==> src/rtl/oam_dma.sv <==
// oam_dma: OAM DMA engine and CPU/DMA arbiter for the Game Boy memory bus.
// A CPU store to REG_ADDR copies LENGTH bytes from {src,8'h00} to OAM_BASE.
// Optional feature macro: OAM_DMA_BLOCK_EN. When defined, CPU accesses below
// FF00 are blocked while a transfer is active (loads read 8'hFF, stores are
// dropped). When undefined, every CPU access passes through and stalls the DMA.
//
// Strobe semantics: bus_load/bus_store are single-cycle requests that the
// downstream bus always accepts in the cycle they are asserted; read data
// comes back on bus_indata in the following cycle. CPU strobes follow the
// same rule, and cpu_outdata is valid the cycle after cpu_load.
module oam_dma #(
  parameter logic [15:0] REG_ADDR      = 16'hFF46,
  parameter logic [15:0] OAM_BASE      = 16'hFE00,
  parameter int          LENGTH        = 160,
  parameter int          STARTUP_DELAY = 1
) (
  input  logic        clockgb,
  input  logic        resetn,
  input  logic [15:0] cpu_address,
  input  logic [7:0]  cpu_indata,
  input  logic        cpu_load,
  input  logic        cpu_store,
  output logic [7:0]  cpu_outdata,
  output logic [15:0] bus_address,
  output logic [7:0]  bus_outdata,
  input  logic [7:0]  bus_indata,
  output logic        bus_load,
  output logic        bus_store,
  output logic        dma_active
);

  typedef enum logic [1:0] {
    S_IDLE  = 2'd0,
    S_START = 2'd1,
    S_READ  = 2'd2,
    S_WRITE = 2'd3
  } state_t;

  // Source of the last cpu_load: drives the cpu_outdata mux one cycle later.
  typedef enum logic [1:0] {
    SEL_BLOCK = 2'd0,
    SEL_PASS  = 2'd1,
    SEL_REG   = 2'd2
  } rsel_t;

  localparam logic [7:0] LAST_INDEX = 8'(LENGTH - 1);
  localparam logic [3:0] DELAY_LAST = 4'(STARTUP_DELAY - 1);
  localparam state_t     FIRST_STATE = (STARTUP_DELAY == 0) ? S_READ : S_START;

  state_t      r_state;
  rsel_t       r_rsel;
  logic [7:0]  r_src;
  logic [7:0]  r_index;
  logic [7:0]  r_dbuf;
  logic [3:0]  r_delay;
  logic        r_rd_pend;

  logic        w_reg_hit;
  logic        w_trigger;
  logic        w_cpu_acc;
  logic        w_cpu_fwd;
  logic        w_active;
  logic        w_dma_rd;
  logic        w_dma_wr;
  logic [7:0]  w_src_eff;
  logic [7:0]  w_wr_data;

  assign w_reg_hit = (cpu_address == REG_ADDR);
  assign w_trigger = cpu_store & w_reg_hit;
  // FF46 accesses are handled internally and never reach the bus.
  assign w_cpu_acc = (cpu_load | cpu_store) & ~w_reg_hit;
  assign w_active  = (r_state != S_IDLE);

`ifdef OAM_DMA_BLOCK_EN
  logic w_cpu_hi;
  assign w_cpu_hi  = (cpu_address[15:8] == 8'hFF);
  // Only the high page stays reachable while a transfer is running.
  assign w_cpu_fwd = w_cpu_acc & (w_cpu_hi | ~w_active);
`else
  assign w_cpu_fwd = w_cpu_acc;
`endif

  // Echo RAM sources (E0-FF) alias work RAM at C0-DF.
  assign w_src_eff = (r_src[7:5] == 3'b111) ? (r_src - 8'h20) : r_src;

  // A forwarded CPU access owns the bus; the DMA step simply repeats later.
  assign w_dma_rd  = (r_state == S_READ)  & ~w_cpu_fwd;
  assign w_dma_wr  = (r_state == S_WRITE) & ~w_cpu_fwd;

  // The first write attempt takes read data straight off the bus; any retry
  // uses the copy captured in r_dbuf, because bus_indata may have moved on.
  assign w_wr_data = r_rd_pend ? bus_indata : r_dbuf;

  assign dma_active = w_active;

  // Downstream bus mux: CPU passthrough when forwarded, otherwise DMA step.
  always_comb begin
    bus_load    = 1'b0;
    bus_store   = 1'b0;
    bus_address = 16'h0000;
    bus_outdata = 8'h00;
    if (w_cpu_fwd) begin
      bus_load    = cpu_load;
      bus_store   = cpu_store;
      bus_address = cpu_address;
      bus_outdata = cpu_indata;
    end else if (w_dma_rd) begin
      bus_load    = 1'b1;
      bus_address = {w_src_eff, r_index};
    end else if (w_dma_wr) begin
      bus_store   = 1'b1;
      bus_address = OAM_BASE + {8'h00, r_index};
      bus_outdata = w_wr_data;
    end
  end

  // CPU read data mux selected by what the previous cpu_load targeted.
  always_comb begin
    cpu_outdata = 8'hFF;
    case (r_rsel)
      SEL_PASS: cpu_outdata = bus_indata;
      SEL_REG:  cpu_outdata = r_src;
      default:  cpu_outdata = 8'hFF;
    endcase
  end

  // Transfer FSM, source register, read-data buffer and read-select tracking.
  always_ff @(posedge clockgb or negedge resetn) begin
    if (!resetn) begin
      r_state   <= S_IDLE;
      r_rsel    <= SEL_BLOCK;
      r_src     <= 8'hFF;
      r_index   <= 8'h00;
      r_dbuf    <= 8'h00;
      r_delay   <= 4'h0;
      r_rd_pend <= 1'b0;
    end else begin
      r_rd_pend <= w_dma_rd;
      if (r_rd_pend) begin
        r_dbuf <= bus_indata;
      end

      if (cpu_load) begin
        if (w_reg_hit) begin
          r_rsel <= SEL_REG;
        end else if (w_cpu_fwd) begin
          r_rsel <= SEL_PASS;
        end else begin
          r_rsel <= SEL_BLOCK;
        end
      end

      if (w_trigger) begin
        // A new trigger restarts from byte 0; any in-flight byte is dropped.
        r_src     <= cpu_indata;
        r_index   <= 8'h00;
        r_delay   <= 4'h0;
        r_rd_pend <= 1'b0;
        r_state   <= FIRST_STATE;
      end else begin
        case (r_state)
          S_START: begin
            // The start-up delay keeps counting even when the CPU owns the bus.
            if (r_delay == DELAY_LAST) begin
              r_state <= S_READ;
            end else begin
              r_delay <= r_delay + 4'h1;
            end
          end
          S_READ: begin
            if (!w_cpu_fwd) begin
              r_state <= S_WRITE;
            end
          end
          S_WRITE: begin
            if (!w_cpu_fwd) begin
              r_index <= r_index + 8'h01;
              r_state <= (r_index == LAST_INDEX) ? S_IDLE : S_READ;
            end
          end
          default: r_state <= S_IDLE;
        endcase
      end
    end
  end

endmodule

==> config.mk <==
export PLATFORM = sky130hd
export DESIGN_NAME = oam_dma
export DESIGN_NICKNAME = d
export VERILOG_FILES = /design/src/rtl/oam_dma.sv
export SDC_FILE = /design/constraint.sdc
export NUM_CORES = 1
export LEC_CHECK = 0
export CAP_MARGIN = 20
export CORE_MARGIN = 2
export CORE_UTILIZATION = 40
export DETAILED_ROUTE_END_ITERATION = 16
export GPL_ROUTABILITY_DRIVEN = 0
export PLACE_DENSITY = 0.78
export SLEW_MARGIN = 20
export SYNTH_ARGS = -nofsm -noshare
export SYNTH_HDL_FRONTEND = slang
export SYNTH_SLANG_ARGS = --single-unit
==> constraint.sdc <==
create_clock -name clockgb -period 2.3 [get_ports clockgb]
set_input_delay 0.46 -clock clockgb [delete_from_list [all_inputs] [get_ports clockgb]]
set_output_delay 0.46 -clock clockgb [all_outputs]
set_load 0.05 [all_outputs]
==> metrics.md, run 1 <==
| Metric | Value |
|---|---|
| Critical Path Start Type | input pin |
| Post-synth EDFFs | 0 |
| Synth cell count leaders | nand2_1 (46), o21ai_0 (38), dfrtp_1 (25), clkbuf_1 (15), mux2_2 (13) |
| Reg-to-reg startpoint | r_state[1]$_DFFE_PN0P_ |
| GR Util All Layers | 0.281 |
| Status | finished with violations |
| Hold WS | 0.500 ns |
| Max-cap violations | 0 |
| Leading area contributor after synthesis | dfrtp_1 |
| Static Leak | 1.83 nW |
| Number of diodes | 0 |
| Clock-pin slew of the registers on the worst-case setup and hold paths | around 0.060 ns |
| Die area | 6040 µm² |
| Initial Utilization | 0.420 |
| Endpoints failing setup | 34 |
| Dpl cells | slightly below 400 |
| Area Overhead vs Synth | 94.4% |
| Buf/Inv on CP | 4 |
| Worst hold path depth | 1 |
| Routed len/inst | ~22 µm |
| RSZ-0062 raised after global routing | yes |
| Remaining antenna violation count | 0 |
| Routed vias | approximately 2600 |
| Layout filler cell count | around 250 |
| Mapped Cells | ~250 |
| Htree depth | 2 |
| Max Clk Rate | about 370 MHz |
| Async set-or-reset flop fraction in the synthesized netlist | 1.00 |
| Ys flop type | dfrtp_1 |
| Core footprint | 5170 µm² |
| Root Driver | clkbuf_8 |
| Endpoints failing hold | 0 |
| Residual DRC | 0 |
| Vias in the first global route | between 2000 and 3000 |
| Initial antenna violation count | 0 |
| Seq cells post-synth | 33 |
| Worst hold start | r_dbuf[2]$_DFF_PN0_ |
| Top-area cell type share of the netlist area | 0.288 |
| I/O Buffers | 70 |
| Worst hold path class | reg -> reg |
| Syn Area/Cell | 8.83 µm² |
| First-pass GRT wire length | approximately 13000 µm |
| RR Endpoint | r_index[5]$_DFFE_PN0P_ |
| GRT overflow | 0 |
| Vias per cell | roughly 6 |
| Fin cells | around 420 |
| Slowest stage delay, CP | between 0.5 and 0.6 ns |
| Drt first pass iters | 5 |
| Worst endpoint required time | 1.84 ns |
| CP Max Fanout | 5 |
| PD cells | 611 nW/µm² |
| Clk_skew | just under 0.009 ns |
| Chip width | a little under 80 µm |
| TritonCTS clock tree | yes |
| Number of DRC markers in iteration 0 | about 320 |
| Max-slew violation count | 0 |
| Post-layout minimum cycle time | roughly 2.7 ns |
| # clock sinks | 33 |
| Data arrival, critical path | around 2.2 ns |
| Slowest stage cell, crit path | o41a_4 |
| CTS Buf Count | 5 |
| Clk Latency, worst-skew pair | 0.29 ns |
| Reg2reg setup slack | about 0.020 ns |
| Final period utilization | 1.16 |
| Worst-path cell chain | dlygate4sd2_1 -> nand4_1 -> buf_4 -> o41a_4 -> buf_16 -> o21ai_4 -> buf_12 |
| Dpl hpwl | 5140 µm |
| R2r worst-path depth | 4 |
| Top-count cell post-synth | nand2_1 |
| Clock Path Buffers | 2 |
| Synthesized area | roughly 2200 µm² |
| Hold endpoint | r_dbuf[2]$_DFF_PN0_ |
| Layout cells sized above 1 | 0.514 |
| Failing checks | setup timing |
| Total Nets Final | 394 |
| Top Family by Delay on Critical Path | buffers and inverters |
| # rows | 26 |
| Net Count, Synth | around 290 |
| Final WL | just over 9000 µm |
| Slack of the critical path | -0.378 ns |
| I/O pin count | a little over 70 |
| Setup CP Type | in -> out |
| Largest net degree at the start of global routing | 34 |
| Sequential area share after synthesis | 0.385 |
| Worst vdd ir | roughly 0.00042 V |
| Slew headroom | 0.165 |
| Slew @ Worst Pin | around 1.2 ns |
| Synth cell types | 45 |
| Warning count from the yosys run | 0 |
| Top cells by area, synth | dfrtp_1 (29%), dfstp_2 (9.7%), o21ai_0 (8.8%), nand2_1 (7.9%), mux2_2 (6.7%) |
| Worst Setup End Kind | output port |
| Hold-fix buffers at CTS | 0 |
| Die height | about 78 µm |
## report_power, final
group,internal [mW],leakage [nW],switching (mW)
sequential,0.678,0.369,0.129
clock,0.353,0.0585,0.218
combinational,0.532,1.40,0.670
total,1.56,1.83,1.02
## worst max path at each step
stage | from | to | slack (ns) | depth (start not counted)
2_1_floorplan | cpu_address[4] | bus_address[8] | -0.32 | 4
4_1_cts | cpu_address[4] | bus_address[2] | -0.39 | 7
3_5_place_dp | cpu_address[4] | bus_address[5] | -0.72 | 7
5_1_grt | cpu_address[9] | bus_outdata[0] | -0.40 | 7
6_report | cpu_address[9] | bus_outdata[0] | -0.38 | 7
3_3_place_gp | cpu_address[4] | bus_address[4] | -0.68 | 7
## sequential cells by signal, summed over array words and instances, names as in the netlist
signal,count
r_src,8
r_state,2
r_delay,4
r_rsel,2
r_rd_pend,1
r_index,8
r_dbuf,8
## final cells by class
type / count / area (µm²) / share of cell area
clock inverters: 1 / 30.0 / 0.00711
clock buffers: 7 / 86.3 / 0.0204
well taps: 70 / 87.6 / 0.0207
repair buffers: 113 / 1370 / 0.324
inverters: 9 / 33.8 / 0.00800
flip-flops and latches: 33 / 836 / 0.198
multi-input cells: 189 / 1780 / 0.421
## logic make-up (layout without fill, tap and decap cells)
| logic type | after synthesis | in the layout | share of synthesized area |
|---|---|---|---|
| muxes | 19 | 19 | 0.0956 |
| buffers and inverters | 26 | 130 | 0.0467 |
| xor gates and xnor gates | 4 | 4 | 0.0161 |
| and+or+nand+nor | 90 | 91 | 0.212 |
| adders and majority gates | 7 | 7 | 0.0403 |
| DFF | 33 | 33 | 0.385 |
| AOI/OAI and AO/OA | 67 | 68 | 0.204 |
## per-stage QoR
step | setup WS (ns) | instance area [µm²] | TNS [ns] | utilization | total power [mW]
after global placement | -0.680 | 3570 | -26.81 | 0.691 | 1.79
after CTS | -0.395 | 4010 | -8.43 | 0.774 | 2.46
after global routing | -0.399 | 4220 | -8.70 | 0.816 | 2.69
final | -0.378 | 4220 | -8.19 | 0.816 | 2.58
after detailed placement | -0.717 | 3570 | -28.65 | 0.691 | 1.82
after floorplan | -0.319 | 2430 | -5.86 | - | 1.38
## cell usage in the layout (no fill, tap or decap), drive strengths merged, types with 3 or more instances in the layout
cell,count
clkdlybuf4s50,19
mux2i,5
nand2,46
and4,3
and2,3
a221o,11
ha,7
or2,3
dlygate4sd2,9
dfrtp,25
clkdlybuf4s15,3
clkbuf,8
inv,9
dfstp,8
nor4,3
xnor2,3
buf,81
nor3,3
nor2,8
a21oi,3
o31ai,3
mux2,14
nand4,5
nand3,5
or4,3
o21ai,38
## worst register-to-register path, stage by stage (launching register included)
cell and delay (ns):
dfrtp_1 0.37, and2_1 0.53, o21ai_0 0.55, or4_4 0.65, a21oi_2 0.14
## repair_timing
action / CTS / global route
pin swaps: 18 / 22
setup buffers: 7 / 7
endpoints found under the setup margin: 48 / 31
resized for setup: 68 / 42
gates cloned: 5 / 1
## routing by layer
| metal | vias up | part of all wire | wire length, µm | global-route usage |
|---|---|---|---|---|
| met2 | 166 | 0.53 | 4850 | 0.489 |
| met3 | 29 | 0.075 | 695 | 0.0581 |
| li1 | 1104 | - | - | - |
| met5 | - | 0 | 0 | 0 |
| met1 | 1256 | 0.37 | 3390 | 0.343 |
| met4 | 0 | 0.031 | 281 | 0.0946 |
Note: power is estimated with default switching activity, not from simulation.
==> inputs of run 2 (changes only) <==
--- a/config.mk
+++ b/config.mk
@@ -10,7 +10,8 @@
 export CORE_UTILIZATION = 40
 export DETAILED_ROUTE_END_ITERATION = 16
 export GPL_ROUTABILITY_DRIVEN = 0
-export PLACE_DENSITY = 0.78
+export GPL_TIMING_DRIVEN = 0
+export PLACE_DENSITY = 0.75
 export SLEW_MARGIN = 20
 export SYNTH_ARGS = -nofsm -noshare
 export SYNTH_HDL_FRONTEND = slang
==> constraint.sdc (replaced) <==
create_clock -name clockgb -period 3.1 [get_ports clockgb]
set_input_delay 0.62 -clock clockgb [delete_from_list [all_inputs] [get_ports clockgb]]
set_output_delay 0.62 -clock clockgb [all_outputs]
set_load 0.05 [all_outputs]
==> run 2 against run 1 <==
Against the previous run: the run still ends with setup timing left; clock skew grew 0.0059 ns; critical path depth unchanged; first-iteration DRC count fell by 39%; hold slack got worse by 0.24 ns; sequential share of layout area grew 4.5 points; flip-flop and latch count is the same; critical endpoint is now bus_address[14].
==> metrics.md, run 2 (synthesis results as in run 1) <==
| Metric | Value |
|---|---|
| Status | finished with violations |
| Failing checks | setup timing |
| Worst Setup End Kind | output port |
| Remaining antenna violation count | 0 |
| TritonCTS clock tree | yes |
| Met3 wire length | roughly 480 µm |
| Regs by FF count | r_dbuf: 8 flops, r_index: 8 flops, r_src: 8 flops |
| Drt first pass iters | 5 |
| CTS Buf Count | 5 |
| Post-layout minimum cycle time | a little over 3 ns |
| Max Clk Rate | 322 MHz |
| Top Layer Used | met4 |
| Critical Path Start Type | input pin |
| Dpl cells | ~390 |
| Wire length on met1 | 3130 µm |
| Root Driver | clkbuf_8 |
| Setup CP Type | in -> out |
| # clock sinks | 33 |
| I/O pin count | between 70 and 80 |
| Number of diodes | 0 |
| Final period utilization | 1.00 |
| Commonest non-fill, non-tap cell in the layout | nand2_1 |
| Commonest cells after routing, fill and taps aside | nand2_1 (38), clkdlybuf4s50_1 (27), buf_6 (25), dfrtp_1 (25), o21ai_0 (14) |
| Endpoints failing setup | 1 |
| Wire length on met2 | 3710 µm |
| Endpoints failing hold | 0 |
| Data arrival, critical path | around 2.5 ns |
| GRT overflow | 0 |
| CP Max Fanout | 6 |
| Worst vdd ir | 0.000263 V |
| Final WL | approximately 7500 µm |
| Routed vias | about 2300 |
| Slew headroom | 0.571 |
| Largest net degree at the start of global routing | 21 |
| Max-slew violation count | 0 |
| Max-cap violations | 0 |
| Clk Latency, worst-skew pair | 0.28 ns |
| Die height | 77.7 µm |
| Static Leak | between 1.5 and 2 nW |
| Residual DRC | 0 |
| Slack of the critical path | -0.0100 ns |
| Number of DRC markers in iteration 0 | between 150 and 200 |
| Total Nets Final | roughly 380 |
| Hold WS | 0.262 ns |
| Clock-pin slew of the registers on the worst-case setup and hold paths | roughly 0.06 ns |
| Clock Path Buffers | 2 |
| Vias in the first global route | approximately 2300 |
| Worst hold path class | in -> async |
| RSZ-0062 raised after global routing | yes |
| PD cells | between 400 and 500 nW/µm² |
| Worst endpoint required time | ~2.5 ns |
| GR Util All Layers | 0.247 |
| Area Overhead vs Synth | 58.6% |
| Slew @ Worst Pin | ~0.64 ns |
| Initial Utilization | 0.420 |
| Hold-fix buffers at CTS | 0 |
| Clk_skew | 0.0147 ns |
| Layout filler cell count | 413 |
| I/O Buffers | 70 |
| Dpl hpwl | 5060 µm |
| Core footprint | between 5000 and 6000 µm² |
| Initial antenna violation count | 0 |
| # rows | 26 |
| First-pass GRT wire length | between 10000 and 15000 µm |
| Routed len/inst | approximately 18 µm |
| Fin cells | just over 400 |
| Chip width | ~80 µm |
| Htree depth | 2 |
| Die area | approximately 6000 µm² |
| Vias per cell | about 5.7 |
| Layout cells sized above 1 | 0.328 |
==> run 2: cell count changes in the layout (fill, tap and decap cells not counted), sizes merged, moves of 3 or more <==
cell	delta
clkbuf	+16
buf	-41
dlymetal6s2s	+3
clkdlybuf4s50	+8
==> run 2: routing by layer <==
layer	vias to the layer above	track usage
met5	-	0
met4	0	0.0821
met3	15	0.0302
met2	111	0.416
met1	1125	0.327
li1	1076	-
==> run 2: area by class of cell <==
| type | count | area (µm²) | area share |
|---|---|---|---|
| buffer | 17 | 159 | 0.0461 |
| clock buffer | 6 | 72.6 | 0.0211 |
| clock inverter | 1 | 5.00 | 0.00145 |
| inverter | 9 | 33.8 | 0.00981 |
| multi-input combinational | 187 | 1410 | 0.408 |
| sequential | 33 | 836 | 0.243 |
| tap | 70 | 87.6 | 0.0254 |
| timing repair buffer | 82 | 845 | 0.245 |
==> run 2: repair_timing <==
| item | 4_1_cts | 5_1_grt |
|---|---|---|
| gates resized for setup | 216 | 30 |
| buffers inserted | 4 | 5 |
| pin swaps | 9 | 5 |
| gates cloned | 2 | 0 |
| setup endpoints to repair | 26 | 27 |
==> run 2: path summary, 6_finish.rpt <==
path | start | endpoint | slack, ns | cells after the start
min in group clockgb | r_dbuf[3]$_DFF_PN0_ | r_dbuf[3]$_DFF_PN0_ | 0.50 | 1
hold / removal | resetn | r_rd_pend$_DFF_PN0_ | 0.26 | 1
max in group asynchronous | resetn | r_src[1]$_DFFE_PN1P_ | 2.33 | 2
hold reg to reg | r_dbuf[3]$_DFF_PN0_ | r_dbuf[3]$_DFF_PN0_ | 0.50 | 1
setup / recovery | cpu_address[4] | bus_address[14] | -0.01 | 7
setup reg to reg | r_delay[0]$_DFFE_PN0P_ | r_state[1]$_DFFE_PN0P_ | 1.39 | 6
==> run 2: power breakdown <==
group	switching, mW	leakage, nW	internal, mW
Clock	0.154	0.0410	0.153
Combinational	0.405	1.14	0.272
Sequential	0.0652	0.369	0.503
==> run 2: worst max-delay path, stage by stage <==
cell and delay, ns:
buf_6 0.09, or4b_4 0.56, o41a_1 0.50, buf_8 0.20, clkbuf_16 0.16, o21ai_4 0.16, buf_6 0.18
==> run 2: stage by stage <==
step | TNS, ns | cell area, µm² | setup WS [ns] | total power [mW] | utilization
floorplan | -1.98 | 2250 | -0.120 | 0.964 | -
global placement | -30.15 | 3040 | -1.26 | 1.17 | 0.587
detailed placement | -30.69 | 3060 | -1.28 | 1.18 | 0.591
CTS | 0 | 3360 | 0.00211 | 1.52 | 0.649
global route | -0.0826 | 3440 | -0.0379 | 1.62 | 0.666
finish | -0.0100 | 3440 | -0.0100 | 1.55 | 0.666
==> inputs of run 3 (changes only) <==
--- a/config.mk
+++ b/config.mk
@@ -6,12 +6,12 @@
 export NUM_CORES = 1
 export LEC_CHECK = 0
 export CAP_MARGIN = 20
-export CORE_MARGIN = 2
-export CORE_UTILIZATION = 40
+export CORE_MARGIN = 8
+export CORE_UTILIZATION = 50
 export DETAILED_ROUTE_END_ITERATION = 16
 export GPL_ROUTABILITY_DRIVEN = 0
 export GPL_TIMING_DRIVEN = 0
-export PLACE_DENSITY = 0.75
+export PLACE_DENSITY = 0.9
 export SLEW_MARGIN = 20
 export SYNTH_ARGS = -nofsm -noshare
 export SYNTH_HDL_FRONTEND = slang
==> run 3 against run 2 <==
Against the previous run: cell count fell by 4.4%; clock power rose by 12%; non-clock buffer count stayed put; power rose by 6.9%; via count is 12% higher; critical path type unchanged; wire length increased by 28%; the run still ends with setup timing left; global-route usage increased by 1.3 points; first-iteration DRC count grew 99%; hold slack improved by 0.0015 ns.
==> metrics.md, run 3 (synthesis results as in run 1) <==
| Metric | Value |
|---|---|
| Max-cap violations | 0 |
| Reg2reg setup slack | 1.26 ns |
| Final period utilization | 1.02 |
| Reg-to-reg startpoint | r_delay[0]$_DFFE_PN0P_ |
| Most common cell on crit path | buf_6 |
| Max-slew violation count | 0 |
| Residual DRC | 0 |
| Post-layout minimum cycle time | 3.17 ns |
| Core footprint | about 4300 µm² |
| Number of diodes | 0 |
| Slowest stage cell, crit path | or4b_4 |
| I/O Buffers | 70 |
| Die area | approximately 6700 µm² |
| I/O pin count | 71 |
| GRT met2 Usage | 0.425 |
| Final core occ | 0.832 |
| Clk_skew | around 0.0094 ns |
| # clock sinks | 33 |
| Clock-pin slew of the registers on the worst-case setup and hold paths | about 0.07 ns |
| Largest net degree at the start of global routing | 34 |
| Remaining antenna violation count | 0 |
| RR Endpoint | r_state[1]$_DFFE_PN0P_ |
| RSZ-0062 raised after global routing | yes |
| GRT Max-Usage Layer | met2 |
| Static Leak | approximately 1.6 nW |
| Layout cells sized above 1 | 0.388 |
| Failing checks | setup timing |
| Fin cells | slightly below 400 |
| Setup CP Type | in -> out |
| Drt first pass iters | 5 |
| Max Clk Rate | around 320 MHz |
| Vias per cell | 6.73 |
| Buf/Inv on CP | 4 |
| R2r worst-path depth | 6 |
| Clock Path Buffers | 2 |
| Number of DRC markers in iteration 0 | roughly 390 |
| Critical path startpoint | cpu_address[5] |
| Slack of the critical path | -0.0660 ns |
| Power, Total | about 1.7 mW |
| Dpl cells | 369 |
| Commonest non-fill, non-tap cell in the layout | nand2_1 |
| Commonest cells after routing, fill and taps aside | nand2_1 (27), buf_6 (26), dfrtp_1 (25) |
| Dpl hpwl | about 5400 µm |
| Vias in the first global route | 2446 |
| Routed len/inst | ~25 µm |
| Met3 Resource Use GR | 0.0602 |
| Die height | ~82 µm |
| Layout filler cell count | between 200 and 250 |
| GR Util All Layers | 0.260 |
| Critical Path End | bus_address[13] |
| Worst endpoint required time | 2.48 ns |
| Root Driver | clkbuf_8 |
| WP depth | 7 |
| CP Max Fanout | 8 |
| Slew headroom | 0.570 |
| Initial Utilization | 0.509 |
| Global-route track usage on met1 | 0.318 |
| Area Overhead vs Synth | 63.3% |
| First-pass GRT wire length | 13200 µm |
| Chip width | 81.9 µm |
| Worst hold path class | in -> async |
| # rows | 24 |
| TritonCTS clock tree | yes |
| Total Nets Final | 378 |
| Slowest stage delay, CP | ~0.58 ns |
| Status | finished with violations |
| GRT overflow | 0 |
| Worst-path cell chain | buf_6 -> or4b_4 -> o41a_1 -> buf_8 -> clkbuf_16 -> o21ai_4 -> buf_6 |
| Hold WS | roughly 0.26 ns |
| Regs by FF count | r_dbuf: 8 flops, r_index: 8 flops, r_src: 8 flops |
| Endpoints failing hold | 0 |
| Slew @ Worst Pin | between 0.6 and 0.7 ns |
| Clk Latency, worst-skew pair | roughly 0.3 ns |
| Routed vias | 2605 |
| Htree depth | 2 |
| Endpoints failing setup | 17 |
| Worst Setup End Kind | output port |
| Initial antenna violation count | 0 |
| PD cells | 468 nW/µm² |
| Worst vdd ir | approximately 0.00037 V |
| Final WL | ~9600 µm |
| Data arrival, critical path | between 2 and 3 ns |
| Critical Path Start Type | input pin |
| CTS Buf Count | 5 |
| Top Family by Delay on Critical Path | compound AO/OA/AOI/OAI gates |
[run 3: cell types whose count changed in the layout (fill, tap and decap cells not counted), sizes merged]
| cell | delta |
|---|---|
| dlygate4sd2 | +3 |
| buf | +3 |
| clkbuf | -2 |
| dlymetal6s2s | +5 |
| clkdlybuf4s50 | -8 |
| clkinv | -1 |
[run 3: worst min-delay path by stage]
stage | from | to | cells past startpoint
final | resetn | r_index[0]$_DFFE_PN0P_ | 2
after global routing | resetn | r_index[0]$_DFFE_PN0P_ | 2
after CTS | resetn | r_delay[2]$_DFFE_PN0P_ | 2
after detailed placement | r_dbuf[0]$_DFF_PN0_ | r_dbuf[0]$_DFF_PN0_ | 1
after global placement | r_dbuf[0]$_DFF_PN0_ | r_dbuf[0]$_DFF_PN0_ | 1
after floorplan | resetn | r_dbuf[0]$_DFF_PN0_ | 0
[run 3: cell type report]
type | count | area, µm² | share of cell area
multi-input cells | 187 | 1490 | 0.420
flip-flops and latches | 33 | 836 | 0.236
inverters | 9 | 33.8 | 0.00952
plain buffers | 17 | 159 | 0.0448
repair buffers | 82 | 876 | 0.247
well taps | 52 | 65.1 | 0.0183
clock buffers | 7 | 86.3 | 0.0243
[run 3: through the flow]
step | setup WS [ns] | setup TNS, ns | cell area, µm²
3_5_place_dp | -1.29 | -30.73 | 3030
5_1_grt | -0.0703 | -0.825 | 3550
6_report | -0.0660 | -0.441 | 3550
4_1_cts | 0.00427 | 0 | 3330
3_3_place_gp | -1.26 | -29.98 | 3010
2_1_floorplan | -0.120 | -1.98 | 2250
[run 3: report_power, final]
group	internal [mW]	switching (mW)	total, mW
combinational	0.283	0.446	0.729
clock	0.176	0.167	0.343
sequential	0.503	0.0833	0.587
[run 3: metal layers]
metal	vias up	wire [µm]
met5	-	0
met4	0	568
met3	63	1080
met2	223	4420
met1	1241	3510
li1	1078	-
[run 3: timing repair]
item	CTS	global route
gates resized for setup	219	70
hold buffers	0	0
cloned	2	1
buffers inserted	5	3
pin swaps	9	4
endpoints found under the setup margin	26	35
